`config.mk`:
```
export PLATFORM = sky130hd
export DESIGN_NAME = bus_fabric
export DESIGN_NICKNAME = d
export VERILOG_FILES = /design/src/rtl/bus_fabric.sv
export SDC_FILE = /design/constraint.sdc
export NUM_CORES = 1
export LEC_CHECK = 0
export CORE_AREA = 2 2 74 76
export DETAILED_ROUTE_END_ITERATION = 10
export DIE_AREA = 0 0 76 78
export HOLD_SLACK_MARGIN = 0.02
export MAX_ROUTING_LAYER = met4
export PLACE_DENSITY = 0.78
export SYNTH_ARGS = -nofsm -noshare
export SYNTH_HDL_FRONTEND = slang
export SYNTH_SLANG_ARGS = --single-unit
```
`constraint.sdc`:
```
create_clock -name clk -period 2.2 [get_ports clk]
set_clock_uncertainty 0.1 [all_clocks]
set_input_delay 0.33 -clock clk [delete_from_list [all_inputs] [get_ports clk]]
set_output_delay 0.33 -clock clk [all_outputs]
set_load 0.02 [all_outputs]
```
`src/rtl/bus_fabric.sv`:
```
`default_nettype none
// ---------------------------------------------------------------------------
// bus_fabric : CPU address decoder with per-region wait states and error flag
// Rev 1.0
// ---------------------------------------------------------------------------
module bus_fabric #(
  parameter int                 NREG      = 4,
  parameter int                 AW        = 16,
  parameter int                 DW        = 8,
  parameter logic [NREG*AW-1:0] BASE      = {16'h6000, 16'h5000, 16'h8000, 16'h0000},
  parameter logic [NREG*AW-1:0] MASK      = {16'hF000, 16'hF000, 16'h8000, 16'hC000},
  parameter logic [NREG*4-1:0]  WS        = {4'd0, 4'd2, 4'd0, 4'd0},
  parameter logic [DW-1:0]      DFLT_DATA = 8'hFF
) (
  input  logic               clk,
  input  logic               rst,
  input  logic [AW-1:0]      cpu_ad,
  input  logic               cpu_we,
  input  logic [DW-1:0]      cpu_do,
  output logic [DW-1:0]      cpu_di,
  output logic               cpu_rdy,
  output logic [NREG-1:0]    s_cs,
  output logic               s_we,
  output logic [AW-1:0]      s_addr,
  output logic [DW-1:0]      s_wdata,
  input  logic [NREG*DW-1:0] s_rdata,
  input  logic               err_clr,
  output logic               err,
  output logic [AW-1:0]      err_addr
);

  localparam int            SW       = $clog2(NREG + 1);
  localparam logic [SW-1:0] SEL_NONE = SW'(NREG);

  typedef enum logic [0:0] {IDLE = 1'b0, WAIT = 1'b1} state_t;

  state_t        state_q, state_d;
  logic [3:0]    cnt_q, cnt_d;
  logic [SW-1:0] sel_q, sel_d;
  logic          err_q, err_d;
  logic [AW-1:0] err_addr_q, err_addr_d;

  logic [SW-1:0] hit_idx;
  logic [3:0]    hit_ws;
  logic          hit;
  logic          err_set;

  // Scan from the top down so the lowest-numbered matching region wins.
  always_comb begin
    hit_idx = SEL_NONE;
    hit_ws  = 4'd0;
    for (int i = NREG - 1; i >= 0; i--) begin
      if ((cpu_ad & MASK[i*AW +: AW]) == BASE[i*AW +: AW]) begin
        hit_idx = SW'(i);
        hit_ws  = WS[i*4 +: 4];
      end
    end
  end

  assign hit = (hit_idx != SEL_NONE);

  for (genvar g = 0; g < NREG; g++) begin : g_cs
    assign s_cs[g] = rst & (hit_idx == SW'(g));
  end

  always_comb begin
    state_d = state_q;
    cnt_d   = cnt_q;
    cpu_rdy = 1'b1;
    case (state_q)
      IDLE: begin
        if (hit && (hit_ws != 4'd0)) begin
          cpu_rdy = 1'b0;
          cnt_d   = hit_ws - 4'd1;
          state_d = WAIT;
        end
      end
      WAIT: begin
        // The count runs out even if the CPU wanders to another region mid-wait.
        if (cnt_q != 4'd0) begin
          cpu_rdy = 1'b0;
          cnt_d   = cnt_q - 4'd1;
        end else begin
          state_d = IDLE;
        end
      end
      default: state_d = IDLE;
    endcase
    if (!rst) cpu_rdy = 1'b1;
  end

  assign s_we    = rst & cpu_we & cpu_rdy & hit;
  assign s_addr  = cpu_ad;
  assign s_wdata = cpu_do;
  assign err_set = rst & cpu_rdy & ~hit;

  always_comb begin
    sel_d      = cpu_rdy ? hit_idx : sel_q;
    err_d      = err_q;
    err_addr_d = err_addr_q;
    if (err_set) begin
      err_d = 1'b1;
      if (!err_q || err_clr) err_addr_d = cpu_ad;
    end else if (err_clr) begin
      err_d = 1'b0;
    end
  end

  always_comb begin
    cpu_di = DFLT_DATA;
    for (int i = 0; i < NREG; i++) begin
      if (sel_q == SW'(i)) cpu_di = s_rdata[i*DW +: DW];
    end
  end

  assign err      = err_q;
  assign err_addr = err_addr_q;

  always_ff @(posedge clk or negedge rst) begin
    if (!rst) begin
      state_q    <= IDLE;
      cnt_q      <= 4'd0;
      sel_q      <= SEL_NONE;
      err_q      <= 1'b0;
      err_addr_q <= '0;
    end else begin
      state_q    <= state_d;
      cnt_q      <= cnt_d;
      sel_q      <= sel_d;
      err_q      <= err_d;
      err_addr_q <= err_addr_d;
    end
  end

endmodule
`default_nettype wire
```
# Word-level counts from Yosys, hierarchy flattened
# Index checks and enable logic that the tools add are counted.
# word_totals
register_bits,25
in_bits,60
wordCells,63
# classes
add_sub_neg,2
eq_ne,11
muxes,23
bitwise_logic,11
n_reduce_logical,11
# op_table
operator,n
$mux W8,4
$logic_not A16 Y1,1
$eq A3 B2 Y1 const B,4
$mux W3,4
$and A1 B1 Y1,9
$eq A4 B3 Y1 const B,2
$mux W4,2
$pmux W4 S2,1
$reduce_bool A4 Y1,2
$sub A4 B1 Y4 const B,2
$mux W1,7
$eq A3 B1 Y1 const B,2
$logic_not A3 Y1,2
$mux W2,3
$pmux W1 S2,2
$reduce_and A2 Y1,2
$ne A3 B3 Y1 const B,1
$ne A2 B1 Y1 const B,1
$ne A2 B2 Y1 const B,1
$not A1 Y1,2
$reduce_bool A2 Y1,1
$logic_and A1 B1 Y1,1
$logic_not A1 Y1,1
$logic_or A1 B1 Y1,1

# Logic depth before layout (Yosys ltp)
# depth
depth_word,13
mapped_depth,7
mapped_depth_nobuf,6

# Least setup slack after synthesis
# No wires, ideal clock.
# synth_path
kind,reg-to-reg
start,reg state_q
end,reg err_addr_q[0] (netlist: err_addr[0])
setup_ns,0.125
arrival_ns,1.892
required_time_ns,1.975
path_slack_ns,0.083
path_stages_with_launch,8
path_buffers,3
path_cell_list,dfrtp_1 -> buf_6 -> or4b_4 -> o22ai_4 -> and4_1 -> buf_6 -> buf_12 -> mux2_4
# synth_via
elab_chain_cells,6
# synth_rtl
item,line_no,text
"start, declared",37,"state_t state_q, state_d;"
"start signal, assigned",127,state_q <= state_d;
$not A1 Y1,n/a,
$pmux W1 S2 (*),70,case (state_q)
$mux W1 (*),89,if (!rst) cpu_rdy = 1'b1;
$and A1 B1 Y1 (*) (2 in series),95,assign err_set = rst & cpu_rdy & ~hit;
$reduce_and A2 Y1 (no source line) (*),n/a,
"end signal, assigned",131,err_addr_q <= err_addr_d;
"end, declared",41,"logic [AW-1:0] err_addr_q, err_addr_d;"
# Every way passes the cells marked *; elsewhere a longest branch is shown, timed or not.
# A chain may end at the register's enable or synchronous reset.

# Final worst setup path
# layout_path
start,reg cnt_q[1]
end,out s_we
# layout_via
elab_chain_cells,6
# layout_rtl
item,line_no,text
"start, declared",38,"logic [3:0] cnt_q, cnt_d;"
"start signal, assigned",128,cnt_q <= cnt_d;
$reduce_bool A4 Y1,80,if (cnt_q != 4'd0) begin
$mux W1,80,
$pmux W1 S2,70,
$mux W1,89,
$and A1 B1 Y1 (2 in series),92,assign s_we = rst & cpu_we & cpu_rdy & hit;
"end, declared",23,"output logic s_we,"
# No other way between the ends.

==> run metrics <==
RSZ-0062 raised after global routing true; Worst Setup Start Kind flip-flop; Post-Synth XOR/XNOR Area less than 1%; Slew HR about three quarters; # DRC 0; Die Ht ~80 um; share of cells above drive strength 1 between 30% and 40%; Worst-Skew Late Latency ~260 ps; mux contribution to synthesized area 24.9%; initial antenna violation count 0; core area 5040 sq um; slowest cell on the critical path or4b_4; layout net count 285; max incr delay on CP 580 ps; Clock Sinks 25; grt met1 use 16.9%; P_int approximately 1.7 mW; die area ~5900 sq um; critical path class flip-flop to output pin; Crit path arrival time between 1500 and 2000 ps; clock-pin transition on the worst setup and hold timing paths 90 ps; largest net degree at the start of global routing 16; maximum root-to-sink buffer count 2; clock share of power 10.0%; # setup viols final 0; worst slack, placed -412 ps; Synthesized Nets 185; Die Width 76 um; Inserted Diodes 0; Iter 0 DRT Violations 14; global-route wire length before repair about 7000 um; Num CTS Buffers 3; fill cell count between 400 and 500; P per Cell Area 994 nW/um^2; Routed WL roughly 4200 um; # IOs roughly 120; number of global-route vias before repair between 1000 and 1500; GRT busiest layer met2; crit-path max FO 4; post-DR vias/cell 4.39; Final period util 99.0%; leading area contributor after synthesis dfrtp_1; main combinational cell family by area after synthesis multiplexers; Via Count ~1300; Yosys reg bits 25; Logic pwr share between 60% and 70%; H-tree depth 1; Post-Synth Adder-Cell Area less than 1%; top-area cell type share of the netlist area 38.5%; Syn Area/Cell 12.6 sq um; initial core utilization 31.0%; post-synthesis simple-gate area fraction around 14%; largest cells by area after synthesis dfrtp_1, buf_4, mux4_2; Netlist Area Pre-Place roughly 1600 sq um; Max Cap Viol 0; smallest setup slack after layout ~23 ps; row cnt 26; Netlist cell types 31; DPL Wire Length between 3000 and 4000 um; Pins Over Slew Limit 0; Total Power approximately 2.7 mW; root buf cell clkbuf_8; sw frac approximately 36%; Global Route Usage Sum ~15%; Synth Area in Compound Gates a little under 5%; DR pass1 iterations 4; Setup crit end kind output pin; register area share after synthesis 40.1%; final hold slack about 300 ps; Peak VDD IR approximately 0.54 mV; Hold WC Path Type input port to asynchronous set/reset pin; Placed Cells around 290; Worst-Margin Slew 373 ps; Seq pwr share 29.3%; GR Util met3 under 10%; M2 GR Usage roughly 28%; post-layout min period ~2200 ps; Leak 1.17 nW; Hold Violations, Final 0; average wire per standard cell between 10 and 15 um; post-synthesis cell count around 120; YS warnings 0; CTS tree done; CP Data Required Time roughly 1800 ps; antenna viol nets, final 0; status completed; Syn-to-layout area delta 73.9%; Final Non-Filler Cells roughly 300; PortBufs 98; GRT Residual Overflow 0; Cell Chain, Critical Path or4b_4 -> o22ai_4 -> and4b_1 -> buf_4; Max Freq about 460 MHz; Psw ~0.97 mW; final weighted congestion in routability-driven placement 0.799
-- layer usage --
layer	vias up	routed length [um]
li1	618	-
met1	623	1720
met2	43	2280
met3	2	192
met4	0	13
met5	-	0
-- cell families after synthesis --
group,count (synthesis)
AO/OA/AOI/OAI,9
adder cells (fa/ha/maj),1
XOR/XNOR,1
buffers and inverters,30
flip-flops,25
multiplexers,24
AND/OR/NAND/NOR,34
-- flip-flops by register name (all words and copies together) (netlist names) --
name / count
cnt_q: 4
err: 1
err_addr: 16
sel_q: 3
state_q: 1
-- power groups by stage --
stage,clock network [mW],logic (mW),registers (mW)
after CTS,0.281,1.59,0.792
after floorplan,0,0.746,0.944
after detailed placement,0,1.62,0.799
final,0.269,1.64,0.791
after global routing,0.304,1.74,0.826
after global placement,0,1.58,0.794
-- cells in the mapped netlist (all sizes together) --
cell,count
buf,27
nand3,1
nor3b,2
nor2,5
nand2b,1
nor4bb,1
a311oi,3
or4b,1
mux4,8
and2,3
mux2i,1
a21oi,3
and4,1
and4b,1
inv,1
xor2,1
nand2,4
nor2b,3
o21ai,1
ha,1
dfrtp,24
dfstp,1
clkbuf,2
mux2,15
o221ai,1
and4bb,1
o22ai,1
or2,10
-- cell type report --
type                    count  area [sq um]  share of cell area [%]
clock buffers               3          41.3                    1.52
clock inverters             1          7.51                   0.276
inverters                   1          3.75                   0.138
multi-input cells          69           754                    27.8
flip-flops and latches     25           627                    23.1
well taps                  70          87.6                    3.23
repair buffers            124          1190                    44.0
-- placed cells by master (no fill, tap or decap), drive strengths merged, types with 2 or more instances in the layout --
master | netlist | final
dlygate4sd2 | 0 | 3
a21oi | 3 | 3
nor2 | 5 | 5
buf | 27 | 36
mux2 | 15 | 15
clkbuf | 2 | 3
or2 | 10 | 10
a311oi | 3 | 3
and2 | 3 | 3
nor3b | 2 | 2
mux4 | 8 | 8
clkdlybuf4s50 | 0 | 83
nor2b | 3 | 3
dfrtp | 24 | 24
nand2 | 4 | 4
-- critical path: cells and delay by family, from the launching register on --
kind	cells	cell delay [ps]
flip-flops	1	390
AO/OA/AOI/OAI	1	150
AND/OR/NAND/NOR	2	810
buffers and inverters	1	140
-- stage by stage --
stage | util, % | area, sq um | TNS [ps]
floorplan | - | 1560 | 0
global placement | 51.4 | 2590 | -7320
detailed placement | 51.4 | 2590 | -8140
CTS | 52.6 | 2650 | 0
global route | 53.8 | 2720 | -154
finish | 53.8 | 2720 | 0
-- final timing paths --
kind	startpoint	slack [ps]	end	depth (start not counted)
max	cnt_q[1]	20	s_we	4
min	rst	290	err_addr[1]	2
max reg2reg	cnt_q[1]	40	err_addr[3]	6
min reg2reg	err_addr[14]	370	err_addr[14]	1
max in group asynchronous	rst	1360	sel_q[2]	3
min in group clk	err_addr[14]	370	err_addr[14]	1
-- what timing repair did --
item | 4_1_cts | 5_1_grt
hold buffers | 0 | 0
cloned | 1 | 0
endpoints found under the setup margin | 27 | 12
resized for setup | 50 | 19
endpoints found under the hold margin | 0 | 0
setup buffers | 2 | 1
pin swaps | 2 | 1
Power figures use the tool's default switching activity.
